===== src/rtl/sequenciador_regras.sv =====
// Rule-inference sequencer for the fuzzy processor.
// Latches the membership degrees of inputs A and B, then walks the 3x3 rule
// base one rule per clock: strength = min(a_i, b_j), aggregated by max into
// one of three consequents. Final aggregates are held on saida_0..2.
module sequenciador_regras #(
    parameter int W        = 8,
    parameter int N_REGRAS = 9
) (
    input  logic           clk,
    input  logic           rst,
    input  logic           start,
    input  logic [3*W-1:0] grau_a,
    input  logic [3*W-1:0] grau_b,
    output logic           busy,
    output logic           done,
    output logic [3:0]     regra,
    output logic [W-1:0]   saida_0,
    output logic [W-1:0]   saida_1,
    output logic [W-1:0]   saida_2
);

    typedef enum logic [1:0] {
        ST_IDLE = 2'd0,
        ST_EVAL = 2'd1,
        ST_DONE = 2'd2
    } state_t;

    localparam logic [3:0] LAST_REGRA = 4'(N_REGRAS - 1);

    state_t       r_state;
    state_t       w_state_next;
    logic [3:0]   r_regra;
    logic [W-1:0] r_a     [3];
    logic [W-1:0] r_b     [3];
    logic [W-1:0] r_acc   [3];
    logic [W-1:0] r_saida [3];

    logic [1:0]   w_i;
    logic [1:0]   w_j;
    logic [2:0]   w_soma;
    logic [1:0]   w_cons;
    logic [W-1:0] w_a_sel;
    logic [W-1:0] w_b_sel;
    logic [W-1:0] w_f;
    logic [W-1:0] w_acc_next [3];
    logic         w_last;

    assign w_last  = (r_regra == LAST_REGRA);
    assign regra   = r_regra;
    assign saida_0 = r_saida[0];
    assign saida_1 = r_saida[1];
    assign saida_2 = r_saida[2];

    // Decode rule index k into A index i = k/3 and B index j = k%3.
    always_comb begin
        // NOTE: every combinational output gets a default first so no path leaves it unassigned (no latch).
        w_i = 2'd0;
        w_j = 2'd0;
        case (r_regra)
            4'd1: begin w_i = 2'd0; w_j = 2'd1; end
            4'd2: begin w_i = 2'd0; w_j = 2'd2; end
            4'd3: begin w_i = 2'd1; w_j = 2'd0; end
            4'd4: begin w_i = 2'd1; w_j = 2'd1; end
            4'd5: begin w_i = 2'd1; w_j = 2'd2; end
            4'd6: begin w_i = 2'd2; w_j = 2'd0; end
            4'd7: begin w_i = 2'd2; w_j = 2'd1; end
            4'd8: begin w_i = 2'd2; w_j = 2'd2; end
            default: ;
        endcase
    end

    // Select the two degrees, take their min and map i+j onto a consequent.
    always_comb begin
        w_a_sel = r_a[0];
        w_b_sel = r_b[0];
        case (w_i)
            2'd1:    w_a_sel = r_a[1];
            2'd2:    w_a_sel = r_a[2];
            default: w_a_sel = r_a[0];
        endcase
        case (w_j)
            2'd1:    w_b_sel = r_b[1];
            2'd2:    w_b_sel = r_b[2];
            default: w_b_sel = r_b[0];
        endcase
        w_f    = (w_a_sel < w_b_sel) ? w_a_sel : w_b_sel;
        w_soma = {1'b0, w_i} + {1'b0, w_j};
        if (w_soma <= 3'd1) begin
            w_cons = 2'd0;
        end else if (w_soma == 3'd2) begin
            w_cons = 2'd1;
        end else begin
            w_cons = 2'd2;
        end
    end

    // Max-aggregate the strength into the selected consequent; others hold.
    always_comb begin
        for (int c = 0; c < 3; c++) begin
            w_acc_next[c] = r_acc[c];
            if ((w_cons == 2'(c)) && (w_f > r_acc[c])) begin
                w_acc_next[c] = w_f;
            end
        end
    end

    // State register.
    always_ff @(posedge clk or negedge rst) begin
        // NOTE: sequential state uses non-blocking assignments so every register samples pre-edge values.
        if (!rst) begin
            r_state <= ST_IDLE;
        end else begin
            r_state <= w_state_next;
        end
    end

    // Next-state and status outputs.
    always_comb begin
        w_state_next = r_state;
        busy         = 1'b0;
        done         = 1'b0;
        case (r_state)
            ST_IDLE: begin
                if (start) begin
                    w_state_next = ST_EVAL;
                end
            end
            ST_EVAL: begin
                busy = 1'b1;
                if (w_last) begin
                    w_state_next = ST_DONE;
                end
            end
            ST_DONE: begin
                busy         = 1'b1;
                done         = 1'b1;
                w_state_next = ST_IDLE;
            end
            default: w_state_next = ST_IDLE;
        endcase
    end

    // Datapath: latch degrees on start, step rules, publish on the last rule.
    always_ff @(posedge clk or negedge rst) begin
        if (!rst) begin
            r_regra <= 4'd0;
            // NOTE: the small degree/accumulator arrays are reset too, so an aborted run leaves nothing behind.
            for (int c = 0; c < 3; c++) begin
                r_a[c]     <= '0;
                r_b[c]     <= '0;
                r_acc[c]   <= '0;
                r_saida[c] <= '0;
            end
        end else begin
            case (r_state)
                ST_IDLE: begin
                    if (start) begin
                        r_regra <= 4'd0;
                        for (int c = 0; c < 3; c++) begin
                            r_a[c]   <= grau_a[c*W +: W];
                            r_b[c]   <= grau_b[c*W +: W];
                            r_acc[c] <= '0;
                        end
                    end
                end
                ST_EVAL: begin
                    for (int c = 0; c < 3; c++) begin
                        r_acc[c] <= w_acc_next[c];
                    end
                    if (w_last) begin
                        r_regra <= 4'd0;
                        for (int c = 0; c < 3; c++) begin
                            r_saida[c] <= w_acc_next[c];
                        end
                    end else begin
                        r_regra <= r_regra + 4'd1;
                    end
                end
                default: ;
            endcase
        end
    end

endmodule

===== config.mk =====
export PLATFORM = sky130hd
export DESIGN_NAME = sequenciador_regras
export DESIGN_NICKNAME = d
export VERILOG_FILES = /design/src/rtl/sequenciador_regras.sv
export SDC_FILE = /design/constraint.sdc
export NUM_CORES = 1
export LEC_CHECK = 0
export BUFFER_PORTS_ARGS = -buffer_cell sky130_fd_sc_hd__buf_2
export CAP_MARGIN = 20
export CELL_PAD_IN_SITES_DETAIL_PLACEMENT = 0
export CELL_PAD_IN_SITES_GLOBAL_PLACEMENT = 1
export CORE_MARGIN = 2
export CORE_UTILIZATION = 46
export CTS_BUF_LIST = sky130_fd_sc_hd__clkbuf_4 sky130_fd_sc_hd__clkbuf_8
export DETAILED_ROUTE_END_ITERATION = 10
export PLACE_DENSITY = 0.89
export SYNTH_ARGS = -nofsm -noshare
export SYNTH_HDL_FRONTEND = slang
export SYNTH_SLANG_ARGS = --single-unit

===== constraint.sdc =====
create_clock -name clk -period 5.98 [get_ports clk]
set_clock_uncertainty 0.2 [all_clocks]
set_input_delay 0.897 -clock clk [delete_from_list [all_inputs] [get_ports clk]]
set_output_delay 0.897 -clock clk [all_outputs]
set_load 0.005 [all_outputs]

======== Word level (Yosys, flattened, before mapping) ========
Index checks and enable logic that the tools add are counted.
Widths: inputs -> output; s select.
storage, ports and cells
  bits of input ports ..................... 51
  output and inout port bits .............. 30
  register bits ........................... 102
  word-level logic and storage cells ...... 75
operators by class
  order comparisons ....................... 5
  add/sub/neg operators ................... 2
  reduce and logical (&&, ||, !) cells .... 15
  equal/unequal tests ..................... 19
  muxes and demuxes ....................... 20
operators by type and width
  cell                 number
  $pmux 24 s2          1
  $mux 8               4
  $pmux 8 s2           2
  $gt 8x8->1           3
  $mux 24              1
  $eq 4x3->1 const B   4
  $pmux 2 s2           3
  $reduce_or 3->1      4
  $eq 2x1->1 const B   4
  $eq 2x2->1 const B   4
  $eq 4x2->1 const B   2
  $lt 8x8->1           1
  $mux 2               4
  $mux 4               2
  $pmux 4 s2           1
  $reduce_and 2->1     4
  $add 4x1->4 const B  1
  $eq 4x1->1 const B   1
  $eq 4x4->1 const B   1
  $logic_not 2->1      2
  $ne 2x2->1 const B   2
  $add 2x2->3          1
  $eq 3x2->1 const B   1
  $le 3x1->1 const B   1
  other kinds (4)      7

======== Depth between registers and ports, before layout ========
Gate-level depths: netlist of the first run.
  depth in word-level cells ............... 11
  mapped depth ............................ 26
  depth with buffers taken out ............ 24

======== Least setup slack after synthesis of the first run ========
No wires, ideal clock.
  path kind ............................... register to register
  start point ............................. register r_regra[0], in the netlist regra[0]
  end point ............................... register r_acc[17] in the netlist's numbering
  library setup time ...................... 0.134 ns
  path buffers ............................ 1
  setup slack ............................. 0.470 ns
  cell stages (with the launch flop) ...... 24
  arrival time ............................ 5.175 ns
  period minus slack after synthesis ...... 5.510 ns
  required time ........................... 5.646 ns
  cell sequence ........................... dfrtp_1 > inv_1 > ha_1 > nor3b_1 > or3_1 > ha_1 > clkbuf_1 > nor2_1 > a21oi_1 > inv_1 > ha_1 > a21o_1 > a211o_1 > a21oi_1 > o21ai_2 > mux2_2 > inv_1 > ha_1 > nand4_1 > or3b_2 > a21oi_1 > nor2_1 > a211o_1 > o2bb2ai_1
on the way
  longest elaborated chain between the ends .. 11
  elaborated cells on any way between the ends .. 32
  classes of those cells .................. 1 x add/sub; 3 x order compare; 13 x eq/ne; 9 x mux; 6 x reduce/logical
RTL lines
  item                                                  line    text
  from (decl)                                           32      logic [3:0] r_regra;
  from (signal assigned)                                176     r_regra <= r_regra + 4'd1;
  $eq 4x4->1, or another cell as far along              59      case (r_regra)
  $reduce_or 3->1 (no source line)                      -
  $pmux 2 s2                                            59
  $eq 2x2->1, or another cell as far along              76      case (w_i)
  $pmux 8 s2, or another cell as far along              76
  $lt 8x8->1 / $mux 2 (equally long branches)           86, 90
  $mux 8 / $mux 2 (equally long branches)               86, 88
  $gt 8x8->1 / $logic_not 2->1 (equally long branches)  101     if ((w_cons == 2'(c)) && (w_f > r_acc[c])) begin
  $logic_and 1x1->1                                     101
  $mux 8 *                                              101
  $pmux 24 s2 *                                         155     case (r_state)
  to (signal, indexed assignment)                       168     r_acc[c] <= w_acc_next[c];
  to (decl)                                             35      logic [W-1:0] r_acc [3];
Every way passes the cells marked *; elsewhere a longest branch is shown, timed or not.
A chain may end at the register's enable or synchronous reset.

======== Worst setup path after layout of the first run ========
  start point ............................. register r_regra[0], in the netlist regra[0]
  end point ............................... register r_acc[23] in the netlist's numbering
The elaborated chain is that of the path after synthesis.

==> results of run 1 <==
-- stage by stage --
step,cell area (µm²),utilization [%],setup WS (ns),hold slack (ns),cells
final,6460,54.0,0.294,0.280,782
after global routing,6460,54.0,0.0186,0.316,782
after CTS,6400,53.5,0.0991,0.292,781
after detailed placement,6240,52.1,0.135,0.269,766
after global placement,6240,52.1,0.347,0.257,766
after floorplan,5630,-,0.470,0.271,548
-- metal layers --
| metal | part of all wire (%) | up-vias |
|---|---|---|
| met3 | 5.9 | 33 |
| met1 | 43 | 2152 |
| met4 | 3.0 | 0 |
| li1 | - | 2108 |
| met2 | 48 | 144 |
| met5 | 0 | - |
-- cells by family (layout without fill, tap and decap cells) --
family	Yosys count	in the layout	share of synthesized area [%]
DFF	102	102	45.3
muxes	59	59	11.7
adders and majority gates	46	46	10.4
buffers and inverters	74	161	5.02
and+or+nand+nor	134	134	11.4
AOI/OAI and AO/OA	133	133	16.2
-- cell type report --
| cell class | instances | area share (%) |
|---|---|---|
| Multi-Input combinational cell | 372 | 43.9 |
| Sequential cell | 102 | 39.5 |
| Timing Repair Buffer | 96 | 8.28 |
| Inverter | 50 | 2.90 |
| Tap cell | 147 | 2.84 |
| Clock buffer | 11 | 2.15 |
| Clock inverter | 4 | 0.368 |
-- placed cells by master, fill, tap and decap left out, drive strengths merged, types with 4 or more instances in the layout --
master / netlist / layout
o31ai: 4 / 4
nand3: 30 / 30
o2bb2ai: 14 / 14
nor2: 25 / 25
o21bai: 5 / 5
a22oi: 16 / 16
o21ai: 19 / 19
o211ai: 22 / 22
inv: 50 / 51
nand2b: 5 / 5
buf: 6 / 96
dfrtp: 102 / 102
mux2i: 4 / 4
clkbuf: 18 / 11
nor2b: 7 / 7
a21oi: 32 / 32
a21o: 8 / 8
mux2: 55 / 55
a31oi: 4 / 4
nand2: 44 / 44
ha: 45 / 45
-- worst min-delay path by stage --
stage                       endpoint  slack (ns)  cells after the start
after floorplan            r_acc[10]        0.27                      2
after global placement    saida_0[0]        0.26                      2
after detailed placement  saida_0[0]        0.27                      2
after CTS                 saida_0[0]        0.29                      2
after global routing      saida_1[0]        0.32                      2
final                     saida_0[0]        0.28                      2
-- registers in the layout, summed over array words and instances, names as in the netlist --
name     cells
saida_1      8
saida_2      8
r_acc       24
r_a         24
saida_0      8
regra        4
r_state      2
r_b         24
-- worst min-delay path, delay by kind of cell (launching register included) --
family          cells  cell delay [ns]
flops               1             0.35
compound gates      1             0.06
simple gates        1             0.04
-- timing repair --
| action | in CTS | in global routing |
|---|---|---|
| setup endpoints to repair | 0 | 48 |
| hold buffers | 0 | 0 |
| gates resized for setup | 0 | 16 |
==> summary.md, run 1 <==
| Metric | Value |
|---|---|
| Synth warn | 0 |
| Initial Util | 47.1% |
| Final setup TNS | 0 ns |
| DP HPWL | 10.3 mm |
| Worst Path Arrival | 5.73 ns |
| Area delta synth->final | 14.8% |
| Wirelength per Cell | 17.8 µm |
| Row count | 40 |
| Post-synth EDFFs | 0 |
| Max incr delay on CP | 0.51 ns |
| Top cells by count, synth | dfrtp_1, mux2_2, inv_1, ha_1, nand2_1 |
| CP required | 6.02 ns |
| Max frequency | 176 MHz |
| Cell Chain, Critical Path | inv_1, ha_1, nor3b_1, or3_1, ha_2, nor2_1, a21oi_1, inv_1, ha_1, a21o_1, a211o_1, a21oi_2, o21ai_4, mux2_2, inv_1, ha_1, nand4_1, or3b_2, a21oi_2, nor2_1, a211o_2, o2bb2ai_1 |
| CTS tree | done |
| Syn Inst Count | 548 |
| Worst R2R Path Depth | 22 |
| Setup Viol. Count Final | 0 |
| Sequential fraction of the synthesis area | 45.3% |
| Full die area | 0.0131 mm² |
| Placer Congestion | 0.939 |
| Synth Flop Type | dfrtp_1 |
| Crit Reg-Reg Startpoint | regra[0] |
| Clock latency on the worst-skew pair | 0.37 ns |
| R2R Path End | r_acc[23] |
| Most numerous cell in the Yosys netlist | dfrtp_1 |
| Vias in the first global route | 4392 |
| Port Buffers | 80 |
| Syn_nets | 645 |
| Final hold violation count | 0 |
| Longest Clk Path Bufs | 2 |
| Antenna cells | 0 |
| Startpoint class of the critical path | flip-flop |
| RSZ-0062 raised after global routing | false |
| Via count | 4437 |
| Total GRT Usage | 22.4% |
| Post-CTS setup buffer count | 0 |
| Crit. Startpoint | regra[0] |
| Yosys reg bits | 102 |
| H-tree depth | 3 |
| Slew headroom | 54.6% |
| Crit path time final | 5.69 ns |
| Status | finished, final reports clean |
| Pins Over Slew Limit | 0 |
| Worst path depth | 22 |
| Critical-path top delay cell | ha_2 |
| Total grt overflow | 0 |
| CTS buffer count | 9 |
| Crit share post-route | 95.1% |
| CP max FO | 16 |
| Routed vias/inst | 5.67 |
| GR Util met1 | 30.1% |
| Placeable Area | 0.0120 mm² |
| DRC errors left | 0 |
| First drt pass iteration count | 5 |
| Max-cap violations | 0 |
| Largest net degree at the start of global routing | 53 |
| Worst path buffer plus inverter count | 3 |
| DRT iter0 DRCs | 297 |
| Synth area leader | dfrtp_1 |
| CTS clk-pin slew, worst paths | 0.10 ns |
| Crit path max-delay family | compound AO/OA/AOI/OAI gates |
| Cell Area, Synth | 0.00563 mm² |
| Initial antenna violation count | 0 |
| Asr flop ratio synth | 100% |
| # fillers | 1090 |
| Multi-input logic area | 0.00284 mm² |
| Worst Min Path Start | saida_0[0] |
| Unique cell type count in the Yosys netlist | 43 |
| Synth top area share | 45.3% |
| Final wirelength | 13.9 mm |
| Die height | 115 µm |
| Slew @ Worst Pin | 0.681 ns |
| Crit path to | r_acc[23] |
| Io pins | 81 |
| Setup crit end kind | flip-flop |
| Kind of critical path | reg2reg |
| HP Class | reg2reg |
| First-pass GRT wire length | 22.9 mm |
| Layout Nets | 728 |
| Synthesized area per cell | 10.3 µm² |
| Met2 Track Usage GR | 35.8% |
| Register area | 0.00255 mm² |
| Met3 Resource Use GR | 3.49% |
| Chip width | 115 µm |
| Share of layout cells above drive strength 1 | 29.3% |
| CTS root buf | clkbuf_8 |
| Top Usage Layer GRT | met2 |
| ANT nets after route | 0 |
| Clock Sinks | 102 |
| Top cells by area, synth | dfrtp_1, mux2_2, ha_1 |
| Worst reg-to-reg setup slack | 0.29 ns |
Power of run 1 is not shown: default switching activity piles up to over one toggle a cycle in this logic, so the estimate is an artifact.
==> run 2, diff against run 1 <==
==> constraint.sdc (replaced) <==
create_clock -name clk -period 5.98 [get_ports clk]
set_clock_uncertainty 0.2 [all_clocks]
set_input_delay 0.299 -clock clk [delete_from_list [all_inputs] [get_ports clk]]
set_output_delay 0.299 -clock clk [all_outputs]
set_load 0.005 [all_outputs]
==> summary.md, run 2 (same netlist as run 1, synthesis figures left out) <==
| Metric | Value |
|---|---|
| Via count | 4635 (was 4437) |
| Largest net degree at the start of global routing | 53 (unchanged) |
| Status | finished, final reports clean (unchanged) |
| CP max FO | 8 (was 16) |
| Slew @ Worst Pin | 0.689 ns (was 0.681 ns) |
| Port Buffers | 80 (unchanged) |
| WL met2 | 7.27 mm (was 6.64 mm) |
| Worst path buffer plus inverter count | 4 (was 3) |
| Initial Util | 47.1% (unchanged) |
| Row count | 40 (unchanged) |
| Hold_ws | 0.0610 ns (was 0.280 ns) |
| Kind of critical path | reg2reg (unchanged) |
| ANT nets after route | 0 (unchanged) |
| Crit path time final | 5.72 ns (was 5.69 ns) |
| Slew headroom | 54.1% (was 54.6%) |
| Area delta synth->final | 23.5% (was 14.8%) |
| First-pass GRT wire length | 24.0 mm (was 22.9 mm) |
| Max incr delay on CP | 0.49 ns (was 0.51 ns) |
| Longest Clk Path Bufs | 2 (unchanged) |
| Antenna cells | 0 (unchanged) |
| Crit Reg-Reg Startpoint | regra[0] (unchanged) |
| Max frequency | 175 MHz (was 176 MHz) |
| Final wirelength | 14.6 mm (was 13.9 mm) |
| Critical-path top delay cell | or3b_2 (was ha_2) |
| Max-cap violations | 0 (unchanged) |
| Placeable Area | 0.0120 mm² (unchanged) |
| Total GRT Usage | 23.6% (was 22.4%) |
| HP Class | in2reg (was reg2reg) |
| DRT iter0 DRCs | 301 (was 297) |
| CTS buffer count | 9 (unchanged) |
| Startpoint class of the critical path | flip-flop (unchanged) |
| Chip width | 115 µm (unchanged) |
| Initial antenna violation count | 0 (unchanged) |
| CTS root buf | clkbuf_8 (unchanged) |
| CP required | 6.02 ns (about the same) |
| Cell Chain, Critical Path | inv_1, ha_1, nand3b_1, o21ai_1, inv_1, ha_1, a22oi_1, nor2_1, a21oi_1, inv_1, ha_1, a21o_1, a211o_1, a21oi_2, o21ai_4, mux2_2, inv_1, ha_1, nand4_1, or3b_2, a21oi_2, nor2_1, a211o_2, o2bb2ai_1 (was inv_1, ha_1, nor3b_1, or3_1, ha_2, nor2_1, a21oi_1, inv_1, ha_1, a21o_1, a211o_1, a21oi_2, o21ai_4, mux2_2, inv_1, ha_1, nand4_1, or3b_2, a21oi_2, nor2_1, a211o_2, o2bb2ai_1) |
| Setup Viol. Count Final | 0 (unchanged) |
| DP HPWL | 10.3 mm (unchanged) |
| Io pins | 81 (unchanged) |
| Pins Over Slew Limit | 0 (unchanged) |
| Clock latency on the worst-skew pair | 0.37 ns (about the same) |
| Top Registers | r_a: 24 flops, r_acc: 24 flops, r_b: 24 flops (unchanged) |
| Final setup TNS | 0 ns (unchanged) |
| Worst Min Path Start | start (was saida_0[0]) |
| M1 WL | 6.17 mm (was 6.01 mm) |
| Total grt overflow | 0 (unchanged) |
| Most frequent cells in the layout | dfrtp_1, buf_2, mux2_2 (unchanged) |
| Top sig layer | met4 (unchanged) |
| CTS clk-pin slew, worst paths | 0.10 ns (about the same) |
| Die height | 115 µm (unchanged) |
| Placer Congestion | 0.939 (unchanged) |
| CTS tree | done (unchanged) |
| Crit share post-route | 95.6% (was 95.1%) |
| Full die area | 0.0131 mm² (unchanged) |
| Crit. Startpoint | regra[0] (unchanged) |
| Share of layout cells above drive strength 1 | 27.0% (was 29.3%) |
| Layout Nets | 777 (was 728) |
| DRC errors left | 0 (unchanged) |
| Wirelength per Cell | 17.6 µm (was 17.8 µm) |
| Clock Sinks | 102 (unchanged) |
| Worst Path Arrival | 5.76 ns (was 5.73 ns) |
| Vias in the first global route | 4689 (was 4392) |
| Routed vias/inst | 5.58 (was 5.67) |
| Post-CTS setup buffer count | 0 (unchanged) |
| Final hold violation count | 0 (unchanged) |
| H-tree depth | 3 (unchanged) |
| Commonest non-fill, non-tap cell in the layout | dfrtp_1 (unchanged) |
| Wire length on met3 | 737 µm (was 826 µm) |
| Crit path max-delay family | compound AO/OA/AOI/OAI gates (unchanged) |
| Setup crit end kind | flip-flop (unchanged) |
| First drt pass iteration count | 4 (was 5) |
==> run 2: cell count changes in the layout (fill, tap and decap cells not counted), sizes merged <==
cell and change:
dlygate4sd3 +49
==> run 2: worst register-to-register path, delay by kind of cell (launching register included) <==
| kind | cells | cell delay, ns |
|---|---|---|
| simple gates | 5 | 0.89 |
| mux | 1 | 0.36 |
| buf+inv | 4 | 0.41 |
| fa+ha+maj | 4 | 1.11 |
| flops | 1 | 0.47 |
| compound gates | 10 | 2.18 |
==> run 2: per-stage QoR <==
step / setup WS, ns / std cells / utilization, % / instance area, µm²
5_1_grt: -0.0221 / 831 / 58.1 / 6950
2_1_floorplan: 0.470 / 548 / - / 5630
3_5_place_dp: 0.135 / 766 / 52.1 / 6240
6_report: 0.261 / 831 / 58.1 / 6950
3_3_place_gp: 0.347 / 766 / 52.1 / 6240
4_1_cts: 0.0991 / 830 / 57.6 / 6890
==> run 2: final timing paths <==
check	cells past startpoint	slack, ns	endpoint
hold / removal	3	0.06	r_state[0]
max in group asynchronous	3	4.17	r_acc[6]
hold reg to reg	2	0.28	saida_0[0]
setup reg to reg	24	0.26	r_acc[23]
min in group asynchronous	2	0.31	r_a[0]
setup / recovery	24	0.26	r_acc[23]
==> run 2: cell type report <==
type                       instances  area, µm²
fill                            1015       5010
multi-input combinational        372       2840
sequential                       102       2550
timing repair buffer             145       1030
inverter                          50        188
tap                              147        184
clock buffer                      11        139
clock inverter                     4       23.8
==> run 2: repair_timing <==
item	4_1_cts	5_1_grt
endpoints found under the hold margin	98	0
setup endpoints to repair	0	48
gates resized for setup	0	15
hold buffers	49	0
==> run 2: per-layer routing <==
metal  up-vias  global-route usage (%)
li1       2204                       -
met1      2266                    29.9
met2       135                    39.5
met3        30                    3.97
met4         0                    11.1
met5         -                       0
Power of run 2 is left out for the same reason.
